<file path="config.mk">
export PLATFORM = sky130hd
export DESIGN_NAME = debug_unit
export DESIGN_NICKNAME = d
export VERILOG_FILES = /design/src/rtl/debug_unit.sv
export SDC_FILE = /design/constraint.sdc
export NUM_CORES = 1
export LEC_CHECK = 0
export ABC_AREA = 1
export ABC_CLOCK_PERIOD_IN_PS = 2150
export CAP_MARGIN = 0
export CORE_UTILIZATION = 33
export CTS_CLUSTER_SIZE = 24
export DETAILED_ROUTE_END_ITERATION = 6
export SKIP_CTS_REPAIR_TIMING = 1
export SLEW_MARGIN = 40
export SYNTH_ARGS = -nofsm -noshare
export SYNTH_HDL_FRONTEND = slang
export SYNTH_SLANG_ARGS = --single-unit
</file>
<file path="constraint.sdc">
create_clock -name i_clk -period 2.15 [get_ports i_clk]
set_clock_uncertainty 0.15 [all_clocks]
set_input_delay 0.43 -clock i_clk [delete_from_list [all_inputs] [get_ports i_clk]]
set_output_delay 0.43 -clock i_clk [all_outputs]
set_load 0.02 [all_outputs]
</file>
<file path="src/rtl/debug_unit.sv">
// Host-side debug controller: loads program words from the UART, runs or single-steps the
// pipeline, then streams PC, register file and data memory back to the host MSB first.
module debug_unit #(
  parameter int INST_SZ = 32,
  parameter int PC_SZ   = 32,
  parameter int REG_SZ  = 5,
  parameter int BYTE_SZ = 8,
  parameter logic [BYTE_SZ-1:0] CMD_LOAD = 8'h4C,
  parameter logic [BYTE_SZ-1:0] CMD_CONT = 8'h43,
  parameter logic [BYTE_SZ-1:0] CMD_STEP = 8'h53
) (
  input  logic               i_clk,
  input  logic               i_reset,
  input  logic [BYTE_SZ-1:0] i_rx_data,
  input  logic               i_rx_done,
  input  logic               i_tx_done,
  input  logic [PC_SZ-1:0]   i_pc,
  input  logic [INST_SZ-1:0] i_reg,
  input  logic [INST_SZ-1:0] i_mem,
  input  logic               i_halt,
  output logic [BYTE_SZ-1:0] o_tx_data,
  output logic               o_tx_start,
  output logic [INST_SZ-1:0] o_instruction,
  output logic               o_write,
  output logic               o_enable,
  output logic               o_pipe_reset,
  output logic [REG_SZ-1:0]  o_debug_addr
);
  localparam int WORD_BYTES = INST_SZ / BYTE_SZ;
  localparam int PC_BYTES   = PC_SZ / BYTE_SZ;
  localparam int SH_SZ      = (PC_SZ > INST_SZ) ? PC_SZ : INST_SZ;
  localparam int MAX_BYTES  = SH_SZ / BYTE_SZ;
  localparam int CNT_W      = $clog2(MAX_BYTES + 1);
  localparam logic [CNT_W-1:0] LAST_WB = CNT_W'(WORD_BYTES - 1);

  typedef enum logic [3:0] {
    S_IDLE, S_LOAD_CNT, S_LOAD_BYTE, S_LOAD_WRITE, S_PRST, S_RUN, S_STEP,
    S_DUMP_ADDR, S_DUMP_LATCH, S_DUMP_SEND, S_DUMP_WAIT
  } state_t;

  typedef enum logic [1:0] {SEC_PC, SEC_REG, SEC_MEM} sec_t;

  state_t             state_q, state_d;
  sec_t               sec_q, sec_d;
  logic [REG_SZ-1:0]  idx_q, idx_d;
  logic [CNT_W-1:0]   bcnt_q, bcnt_d;
  logic [BYTE_SZ-1:0] wcnt_q, wcnt_d;
  logic [BYTE_SZ-1:0] nwords_q, nwords_d;
  logic [SH_SZ-1:0]   shift_q, shift_d;
  logic [INST_SZ-1:0] instr_q, instr_d;
  logic [BYTE_SZ-1:0] tx_data_q, tx_data_d;
  logic               tx_start_q, tx_start_d;
  logic               write_q, write_d;
  logic               enable_q, enable_d;
  logic               pipe_reset_q, pipe_reset_d;
  logic [REG_SZ-1:0]  debug_addr_q, debug_addr_d;

  always_comb begin
    state_d      = state_q;
    sec_d        = sec_q;
    idx_d        = idx_q;
    bcnt_d       = bcnt_q;
    wcnt_d       = wcnt_q;
    nwords_d     = nwords_q;
    shift_d      = shift_q;
    instr_d      = instr_q;
    tx_data_d    = tx_data_q;
    debug_addr_d = debug_addr_q;
    tx_start_d   = 1'b0;
    write_d      = 1'b0;
    enable_d     = 1'b0;
    pipe_reset_d = 1'b0;
    unique case (state_q)
      S_IDLE: begin
        if (i_rx_done) begin
          if (i_rx_data == CMD_LOAD) begin
            state_d = S_LOAD_CNT;
            bcnt_d  = '0;
            wcnt_d  = '0;
          end else if (i_rx_data == CMD_CONT) begin
            state_d = S_RUN;
          end else if (i_rx_data == CMD_STEP) begin
            state_d  = S_STEP;
            enable_d = 1'b1;
          end
        end
      end
      S_LOAD_CNT: begin
        if (i_rx_done) begin
          nwords_d = i_rx_data;
          if (i_rx_data == '0) begin
            state_d      = S_PRST;
            pipe_reset_d = 1'b1;
          end else begin
            state_d = S_LOAD_BYTE;
          end
        end
      end
      S_LOAD_BYTE: begin
        if (i_rx_done) begin
          instr_d = {instr_q[INST_SZ-BYTE_SZ-1:0], i_rx_data};
          if (bcnt_q == LAST_WB) begin
            bcnt_d  = '0;
            wcnt_d  = wcnt_q + 1'b1;
            write_d = 1'b1;
            state_d = S_LOAD_WRITE;
          end else begin
            bcnt_d = bcnt_q + 1'b1;
          end
        end
      end
      // The word counter was bumped on entry, so it already includes this write.
      S_LOAD_WRITE: begin
        if (wcnt_q == nwords_q) begin
          state_d      = S_PRST;
          pipe_reset_d = 1'b1;
        end else begin
          state_d = S_LOAD_BYTE;
        end
      end
      S_PRST: state_d = S_IDLE;
      S_RUN: begin
        if (i_halt) begin
          state_d = S_DUMP_ADDR;
          sec_d   = SEC_PC;
          idx_d   = '0;
        end else begin
          enable_d = 1'b1;
        end
      end
      S_STEP: begin
        state_d = S_DUMP_ADDR;
        sec_d   = SEC_PC;
        idx_d   = '0;
      end
      S_DUMP_ADDR: begin
        debug_addr_d = idx_q;
        state_d      = S_DUMP_LATCH;
      end
      // Words are left-aligned in the shift register so bytes always leave from the top.
      S_DUMP_LATCH: begin
        state_d = S_DUMP_SEND;
        unique case (sec_q)
          SEC_PC: begin
            shift_d = SH_SZ'(i_pc) << (SH_SZ - PC_SZ);
            bcnt_d  = CNT_W'(PC_BYTES);
          end
          SEC_REG: begin
            shift_d = SH_SZ'(i_reg) << (SH_SZ - INST_SZ);
            bcnt_d  = CNT_W'(WORD_BYTES);
          end
          default: begin
            shift_d = SH_SZ'(i_mem) << (SH_SZ - INST_SZ);
            bcnt_d  = CNT_W'(WORD_BYTES);
          end
        endcase
      end
      S_DUMP_SEND: begin
        tx_data_d  = shift_q[SH_SZ-1 -: BYTE_SZ];
        tx_start_d = 1'b1;
        shift_d    = shift_q << BYTE_SZ;
        bcnt_d     = bcnt_q - 1'b1;
        state_d    = S_DUMP_WAIT;
      end
      S_DUMP_WAIT: begin
        if (i_tx_done) begin
          if (bcnt_q != '0) begin
            state_d = S_DUMP_SEND;
          end else if (sec_q == SEC_PC) begin
            sec_d   = SEC_REG;
            idx_d   = '0;
            state_d = S_DUMP_ADDR;
          end else if (idx_q != '1) begin
            idx_d   = idx_q + 1'b1;
            state_d = S_DUMP_ADDR;
          end else if (sec_q == SEC_REG) begin
            sec_d   = SEC_MEM;
            idx_d   = '0;
            state_d = S_DUMP_ADDR;
          end else begin
            state_d = S_IDLE;
          end
        end
      end
      default: state_d = S_IDLE;
    endcase
  end

  always_ff @(posedge i_clk) begin
    if (i_reset) begin
      state_q      <= S_IDLE;
      sec_q        <= SEC_PC;
      idx_q        <= '0;
      bcnt_q       <= '0;
      wcnt_q       <= '0;
      nwords_q     <= '0;
      shift_q      <= '0;
      instr_q      <= '0;
      tx_data_q    <= '0;
      tx_start_q   <= 1'b0;
      write_q      <= 1'b0;
      enable_q     <= 1'b0;
      pipe_reset_q <= 1'b0;
      debug_addr_q <= '0;
    end else begin
      state_q      <= state_d;
      sec_q        <= sec_d;
      idx_q        <= idx_d;
      bcnt_q       <= bcnt_d;
      wcnt_q       <= wcnt_d;
      nwords_q     <= nwords_d;
      shift_q      <= shift_d;
      instr_q      <= instr_d;
      tx_data_q    <= tx_data_d;
      tx_start_q   <= tx_start_d;
      write_q      <= write_d;
      enable_q     <= enable_d;
      pipe_reset_q <= pipe_reset_d;
      debug_addr_q <= debug_addr_d;
    end
  end

  assign o_tx_data     = tx_data_q;
  assign o_tx_start    = tx_start_q;
  assign o_instruction = instr_q;
  assign o_write       = write_q;
  assign o_enable      = enable_q;
  assign o_pipe_reset  = pipe_reset_q;
  assign o_debug_addr  = debug_addr_q;
endmodule

</file>
* Word level (Yosys, flattened, before mapping)
Cells that the tools add are included.
** Storage, ports and cells
- Logic and storage cells :: 118
- Output and inout port bits :: 49
- Bits of input ports :: 109
- Register bits :: 111
** Cells by class
- Mux-type cells :: 54
- Eq/ne operators :: 28
- Bitwise gates (word level) :: 2
- Add/sub/neg operators :: 4
- Reduce and logical (&&, ||, !) cells :: 16
** Operators by type and width (number)
- $pmux W32 S2 :: 2
- $mux W4 :: 10
- $pmux W4 S10 :: 1
- $mux W8 :: 4
- $mux W5 :: 6
- $mux W3 :: 9
- $eq A8 B7 Y1 const B :: 3
- $ne A2 B2 Y1 const B :: 8
- $pmux W8 S2 :: 1
- $pmux W5 S3 :: 1
- $eq A4 B3 Y1 const B :: 3
- $eq A4 B4 Y1 const B :: 3
- $mux W2 :: 6
- $pmux W3 S4 :: 1
- $mux W1 :: 10
- $reduce_and A5 Y1 :: 2
- $add A8 B1 Y8 const B :: 1
- $eq A4 B2 Y1 const B :: 2
- $eq A8 B8 Y1 :: 1
- $logic_not A8 Y1 :: 1
- $ne A4 B4 Y1 const B :: 2
- $reduce_and A7 Y1 :: 1
- $ne A3 B3 Y1 const B :: 2
- $pmux W2 S3 :: 1
- other kinds (18) :: 23

* Longest topological paths before layout
Gate-level depths: netlist (run 1).
- Word-level depth :: 7
- Gate-level depth with buffers :: 12
- Depth with buffers taken out :: 12

* Least setup slack after synthesis (run 1)
Ideal clock, no wire load.
- Path kind :: reg-to-reg
- Start point :: register idx_q[0]
- End point :: register state_q[1]
- Buffers on the path :: 0
- Setup slack :: 518 ps
- Period minus slack after synthesis :: 1632 ps
- Arrival :: 1350 ps
- Data required time :: 1868 ps
- Stages on the path, launching flop included :: 12
- Setup time :: 132 ps
- Path through :: dfxtp_1 ha_1 inv_1 nor3_1 ha_1 nand2_1 nand3_1 nand2_1 nor2_1 nand3_1 nand2_1 a21oi_1
** On the way
- Longest elaborated chain between the ends :: 6
** RTL lines
- start: declaration :: RTL line 45 : logic [REG_SZ-1:0] idx_q, idx_d;
- start signal: assignment :: RTL line 208 : idx_q <= idx_d;
- $ne A5 B5 Y1 :: RTL line 173 : end else if (idx_q != '1) begin
- $mux W3 :: RTL line 173
- $mux W3 :: RTL line 169 : end else if (sec_q == SEC_PC) begin
- $mux W4 :: RTL line 167 : if (bcnt_q != '0) begin
- $mux W4 :: RTL line 166 : if (i_tx_done) begin
- $pmux W4 S10 :: RTL line 73 : unique case (state_q)
- end signal: assignment :: RTL line 206 : state_q <= state_d;
- end: declaration :: RTL line 43 : state_t state_q, state_d;
No other way between the ends. The select of a mux whose other input is x is not followed.
A chain may end at the register's enable or synchronous reset.

* Final worst setup path (run 1)
- Start point :: register instr_q[1], in the netlist o_instruction[1]
- End point :: output o_instruction[1]
** RTL lines
- start: declaration :: RTL line 50 : logic [INST_SZ-1:0] instr_q, instr_d;
- start signal: assignment :: RTL line 213 : instr_q <= instr_d;
- end: declaration :: RTL line 23 : output logic [INST_SZ-1:0] o_instruction,
No word-level cell between the ends.

==> metrics.md, run 1 <==
| Metric | Value |
|---|---|
| Status | completed |
| Rel. slew slack | 67.8% |
| Hpwl dp | 11.3 mm |
| IO buf count | 157 |
| Seq/Total Area, Yosys | 41.5% |
| Cell Area, Synth | 0.00536 sq mm |
| WP data required | 1570 ps |
| Pleak | 3.18 nW |
| Setup_tns | 0 ps |
| Final ANT Viol Nets | 0 |
| Worst vdd ir | 0.000372 V |
| Critical path depth | 1 |
| Util after Layout | 48.1% |
| R2R Setup Slk | 260 ps |
| Dpl ws | -89.5 ps |
| Sequential share of power | 48.4% |
| Largest net degree at the start of global routing | 34 |
| Total GRT Usage | 18.7% |
| Final hold vios | 0 |
| Buf/Inv on CP | 1 |
| Clock latency on the worst-skew pair | 360 ps |
| Crit path kind | reg2out |
| FF-to-FF End | state_q[1] |
| Post-route cell area | 0.00764 sq mm |
| Die area | 0.0168 sq mm |
| Maximum fanout along the worst path | 3 |
| Post-synth EDFFs | 0 |
| Max Clock Freq | 515 MHz |
| Kind of cell adding the most delay to the critical path | buffers and inverters |
| Synth unique cells | 29 |
| # DRC | 0 |
| Combinational fraction of design power | 10.4% |
| GR Overflow Total | 0 |
| Clk root buf | clkbuf_16 |
| Share of layout cells above drive strength 1 | 7.27% |
| Minimum clock period | 1940 ps |
| M1 WL | 7.01 mm |
| Via/cell ratio | 4.69 |
| Asr flop ratio synth | 0% |
| Period utilization | 90.4% |
| Top cells by area, synth | dfxtp_1 (41%), nand2_1 (20%), nor2_1 (8.3%) |
| Setup Viol. Count Final | 0 |
| Final setup margin | 207 ps |
| Final Max Tran Viols | 0 |
| Syn Area/Cell | 6.52 sq um |
| DR iter-0 viols | 376 |
| Leading area contributor after synthesis | dfxtp_1 |
| Top-level port count | 158 |
| DR pass1 iterations | 4 |
| Yosys synthesis warning count | 0 |
| Slowest-stage cell, CP | clkdlybuf4s50_1 |
| Worst R2R Start | idx_q[0] |
| R2R depth | 11 |
| Max incr delay on CP | 640 ps |
| Mapped Cells | 822 |
| Nets | 1,100 |
| Worst-case clock buffer depth | 2 |
| Power Dens Cells | 564 mW/mm^2 |
| Area grow syn2layout | 42.6% |
| Initial Utilization | 33.7% |
| Vias | 5,651 |
| Clock sink count | 111 |
| CP endpoint | o_instruction[1] |
| # diodes | 0 |
| Worst EP arrival | 1360 ps |
| Crit-path cells | clkdlybuf4s50_1 |
| Pwr Total | 4.31 mW |
| Routability congestion estimate | 0.829 |
| Cts bufs inserted | 9 |
| WL met2 | 7.08 mm |
| RSZ-0062 raised after global routing | no |
| H-tree levels | 3 |
| Synth top area share | 41.5% |
| Num rows | 46 |
| Highest metal used | met4 |
| Max cap viols | 0 |
| Switching fraction of total power | 24.0% |
| CTS tree | done |
| Net Switching | 1.04 mW |
| Initial antenna violation count | 0 |
| Int Power | 3.27 mW |
| Startpoint types | register |
| Reg clk slew, reported paths | 80 ps |
| WL met3 | 853 um |
| Horiz. Die Dim | 129 um |
| Core area | 0.0159 sq mm |
| Clock power share | 41.2% |
| Slew @ Worst Pin | 479 ps |
| Syn Nets | 937 |
| Die height | 129 um |
| Wire length per cell | 12.5 um |
| HP Class | reg2reg |
| Crit. End Element | output pin |
| Vias in the first global route | 5,192 |
| Post-Route WL | 15.1 mm |
| Placed inst area | 0.00733 sq mm |
| First-pass GRT wire length | 24.7 mm |
| Crit path from | o_instruction[1] |
| Prevailing post-synth register cell | dfxtp_1 |
| Synthesis-stage register bit count | 111 |
## synth_stat cells (all sizes together) (2+ instances only)
cell type / n
a21oi: 41
a31oi: 24
and3: 2
buf: 12
clkbuf: 26
dfxtp: 111
ha: 6
inv: 53
nand2: 286
nand3: 53
nand4: 5
nor2: 125
nor3: 6
o21ai: 59
xnor2: 7
## power by group through the flow
stage	combinational [mW]	clock (mW)	sequential, mW
2_1_floorplan	0.134	0	2.15
3_3_place_gp	0.449	0	2.13
3_5_place_dp	0.449	0	2.13
4_1_cts	0.450	1.82	2.09
5_1_grt	0.490	1.90	2.09
6_report	0.447	1.78	2.09
## through the flow
step / hold slack (ps) / cells
floorplan: 294 / 822
global placement: 307 / 1190
detailed placement: 308 / 1190
CTS: 319 / 1206
global route: 338 / 1206
finish: 317 / 1206
## cells by family (layout without fill, tap and decap cells)
logic type / Yosys count / count (layout) / share of synthesized area [%]
AND/OR/NAND/NOR: 478 / 478 / 36.5
AO/OA/AOI/OAI: 128 / 128 / 12.7
flip-flops: 111 / 111 / 41.5
buffers and inverters: 92 / 260 / 6.72
XOR/XNOR: 7 / 7 / 1.14
adder cells (fa/ha/maj): 6 / 6 / 1.40
## sequential cells by signal, indices dropped and copies added, names as in the netlist
| register | flops |
|---|---|
| nwords_q | 8 |
| o_debug_addr | 5 |
| o_tx_start | 1 |
| bcnt_q | 3 |
| wcnt_q | 8 |
| sec_q | 2 |
| o_instruction | 32 |
| o_pipe_reset | 1 |
| o_enable | 1 |
| shift_q | 32 |
| o_tx_data | 8 |
| idx_q | 5 |
| o_write | 1 |
| state_q | 4 |
## layer usage
layer	vias to the layer above	track usage, %
met2	145	31.2
met3	11	4.87
met1	2539	23.9
met5	-	0
met4	0	4.72
li1	2956	-
## cells in the final DEF (no fill, tap or decap), drive strengths merged
| master | n |
|---|---|
| o22ai | 1 |
| o21ai | 59 |
| nor3 | 6 |
| and3 | 2 |
| inv | 57 |
| xnor2 | 7 |
| nand2 | 286 |
| a21oi | 41 |
| bufinv | 1 |
| clkbuf | 9 |
| nand3 | 53 |
| a22oi | 1 |
| buf | 34 |
| o21a | 1 |
| nor2 | 125 |
| dfxtp | 111 |
| clkdlybuf4s50 | 156 |
| clkinv | 3 |
| nand4 | 5 |
| o21bai | 1 |
| ha | 6 |
| and2 | 1 |
| a31oi | 24 |
## how the worst min path moves through the flow
stage                startpoint     endpoint  depth (start not counted)
finish               shift_q[4]   shift_q[4]                          2
global route         shift_q[5]   shift_q[5]                          2
CTS                  shift_q[5]   shift_q[5]                          2
detailed placement   shift_q[5]   shift_q[5]                          2
global placement     shift_q[4]   shift_q[4]                          2
floorplan           nwords_q[0]  nwords_q[0]                          2
## area by class of cell
cell class	count	area, sq um
Fill cell	1684	8240
Multi-Input combinational cell	619	2780
Sequential cell	111	2220
Timing Repair Buffer	190	1850
Tap cell	216	270
Clock buffer	9	225
Inverter	54	203
Clock inverter	7	88.8
(Power assumes the default switching activity.)
==> run 2: changes to the inputs <==
- CORE_MARGIN: not set -> 3
- HOLD_SLACK_MARGIN: not set -> 0.05
==> run 2 against run 1 <==
Effect of this change:
- power fell by 3.5%
- combinational power fell by 1%
- global-route usage shrank 1.6 points
- design area down 1.2%
- core utilization rose by 0.46 points
- sequential cell count did not move
- die area is 6.3% higher
==> metrics.md, run 2 (synthesis results as in run 1) <==
| Metric | Value |
|---|---|
| Routability congestion estimate | 0.840 (+1.3%) |
| Largest net degree at the start of global routing | 56 (+65%) |
| IO buf count | 157 (unchanged) |
| Setup Viol. Count Final | 0 (unchanged) |
| Slowest-stage cell, CP | clkdlybuf4s50_1 |
| Die height | 133 um (+3.1%) |
| Clk root buf | clkbuf_16 |
| Top-level port count | 158 (unchanged) |
| Buf/Inv on CP | 1 (unchanged) |
| Pleak | 3.13 nW (-1.6%) |
| Total GRT Usage | 17.1% (-1.6 points) |
| Max Clock Freq | 513 MHz (-0.29%) |
| Worst-case clock buffer depth | 2 (unchanged) |
| Post-Route WL | 15.4 mm (+2.3%) |
| Crit-path cells | clkdlybuf4s50_1 |
| Cell count of the worst hold path | 2 (unchanged) |
| Commonest non-fill, non-tap cell in the layout | nand2_1 |
| Wire length per cell | 12.9 um (+3.2%) |
| Slew @ Worst Pin | 509 ps (+29.3 ps) |
| Final hold vios | 0 (unchanged) |
| R2R Setup Slk | 260 ps (about the same) |
| Worst EP arrival | 1370 ps (about the same) |
| # DRC | 0 (unchanged) |
| Clock latency on the worst-skew pair | 350 ps (about the same) |
| DR iter-0 viols | 322 (-14%) |
| Rel. slew slack | 65.8% (-2.0 points) |
| Minimum clock period | 1950 ps (+5.71 ps) |
| Max cap viols | 0 (unchanged) |
| GR Overflow Total | 0 (unchanged) |
| DR pass1 iterations | 4 (unchanged) |
| WP data required | 1570 ps (about the same) |
| Num rows | 45 (-2.2%) |
| Via/cell ratio | 4.63 (-1.1%) |
| Core area | 0.0155 sq mm (-2.2%) |
| # diodes | 0 (unchanged) |
| RSZ-0062 raised after global routing | no |
| Initial antenna violation count | 0 (unchanged) |
| Share of layout cells above drive strength 1 | 6.61% (-0.67 points) |
| Clock sink count | 111 (unchanged) |
| Pwr Total | 4.16 mW (-3.5%) |
| Nets | 1,094 (-0.55%) |
| Horiz. Die Dim | 133 um (+3.1%) |
| Hold EP | shift_q[4] |
| Kind of cell adding the most delay to the critical path | buffers and inverters |
| Area grow syn2layout | 40.8% |
| Worst R2R Start | state_q[2] |
| Hpwl dp | 11.4 mm (+0.80%) |
| Worst vdd ir | 0.000380 V (+2.2%) |
| H-tree levels | 3 (unchanged) |
| CTS tree | done |
| Reg clk slew, reported paths | 80 ps (about the same) |
| Crit. End Element | output pin |
| Final Max Tran Viols | 0 (unchanged) |
| Setup_tns | 0 ps (unchanged) |
| Initial Utilization | 34.5% (+0.75 points) |
| Crit path kind | reg2out |
| Critical path depth | 1 (unchanged) |
| Final ANT Viol Nets | 0 (unchanged) |
| Maximum fanout along the worst path | 3 (unchanged) |
| Vias | 5,537 (-2.0%) |
| Cts bufs inserted | 9 (unchanged) |
| Startpoint types | register |
| HP Class | reg2reg |
| Period utilization | 90.7% (+0.27 points) |
| Power Dens Cells | 551 mW/mm^2 (-2.2%) |
| Die area | 0.0178 sq mm (+6.3%) |
| First-pass GRT wire length | 25.0 mm (+1.1%) |
| Hold Crit Start | shift_q[4] |
| Vias in the first global route | 5,067 (-2.4%) |
| R2R depth | 10 (-1) |
| Status | completed |
| Most frequent cells in the layout | nand2_1 (279), clkdlybuf4s50_1 (156), nor2_1 (116) |
| FF-to-FF End | idx_q[0] |
| Max incr delay on CP | 640 ps (about the same) |
run 2: worst max-delay path by stage:
stage	startpoint	end	slack, ps
global route	state_q[2]	idx_q[0]	70
floorplan	idx_q[0]	state_q[1]	520
CTS	o_instruction[1]	o_instruction[1]	180
finish	o_instruction[1]	o_instruction[1]	200
global placement	i_rx_data[4]	wcnt_q[6]	-50
detailed placement	i_rx_data[4]	wcnt_q[6]	-60
run 2: layer usage:
metal,track usage [%],share of wire [%]
met1,23.2,50
met2,27.1,44
met3,4.00,5.1
met4,4.97,1.1
met5,0,0
run 2: area by class of cell:
class,count,area [sq um]
clock buffers,11,243
clock inverters,5,40.0
fillers,1665,7990
inverters,54,203
multi-input cells,619,2780
flip-flops and latches,111,2220
well taps,211,264
repair buffers,184,1790
run 2: per-stage QoR:
stage	utilization, %	instance area [sq um]	hold WS (ps)	cells	setup slack (ps)
after floorplan	-	5360	294	822	518
after global placement	46.8	7270	307	1179	-47.0
after detailed placement	46.8	7270	310	1179	-62.1
after CTS	48.6	7550	323	1195	180
after global routing	48.6	7550	338	1195	73.5
final	48.6	7550	318	1195	201
run 2: worst reg2reg max path, cell delays in order (launching register included):
cell	delay (ps)
dfxtp_1	370
inv_1	90
nand2_1	200
nor2_4	90
nand2_1	100
nand2_1	100
nor2_2	200
nand2_4	120
nor2_4	140
nor2_2	60
and2_1	160
run 2: where the power goes:
group / total (mW) / switching [mW] / internal (mW)
registers: 2.09 / 0.0136 / 2.07
logic: 0.441 / 0.177 / 0.264
clock network: 1.63 / 0.804 / 0.831
total: 4.16 / 0.995 / 3.17
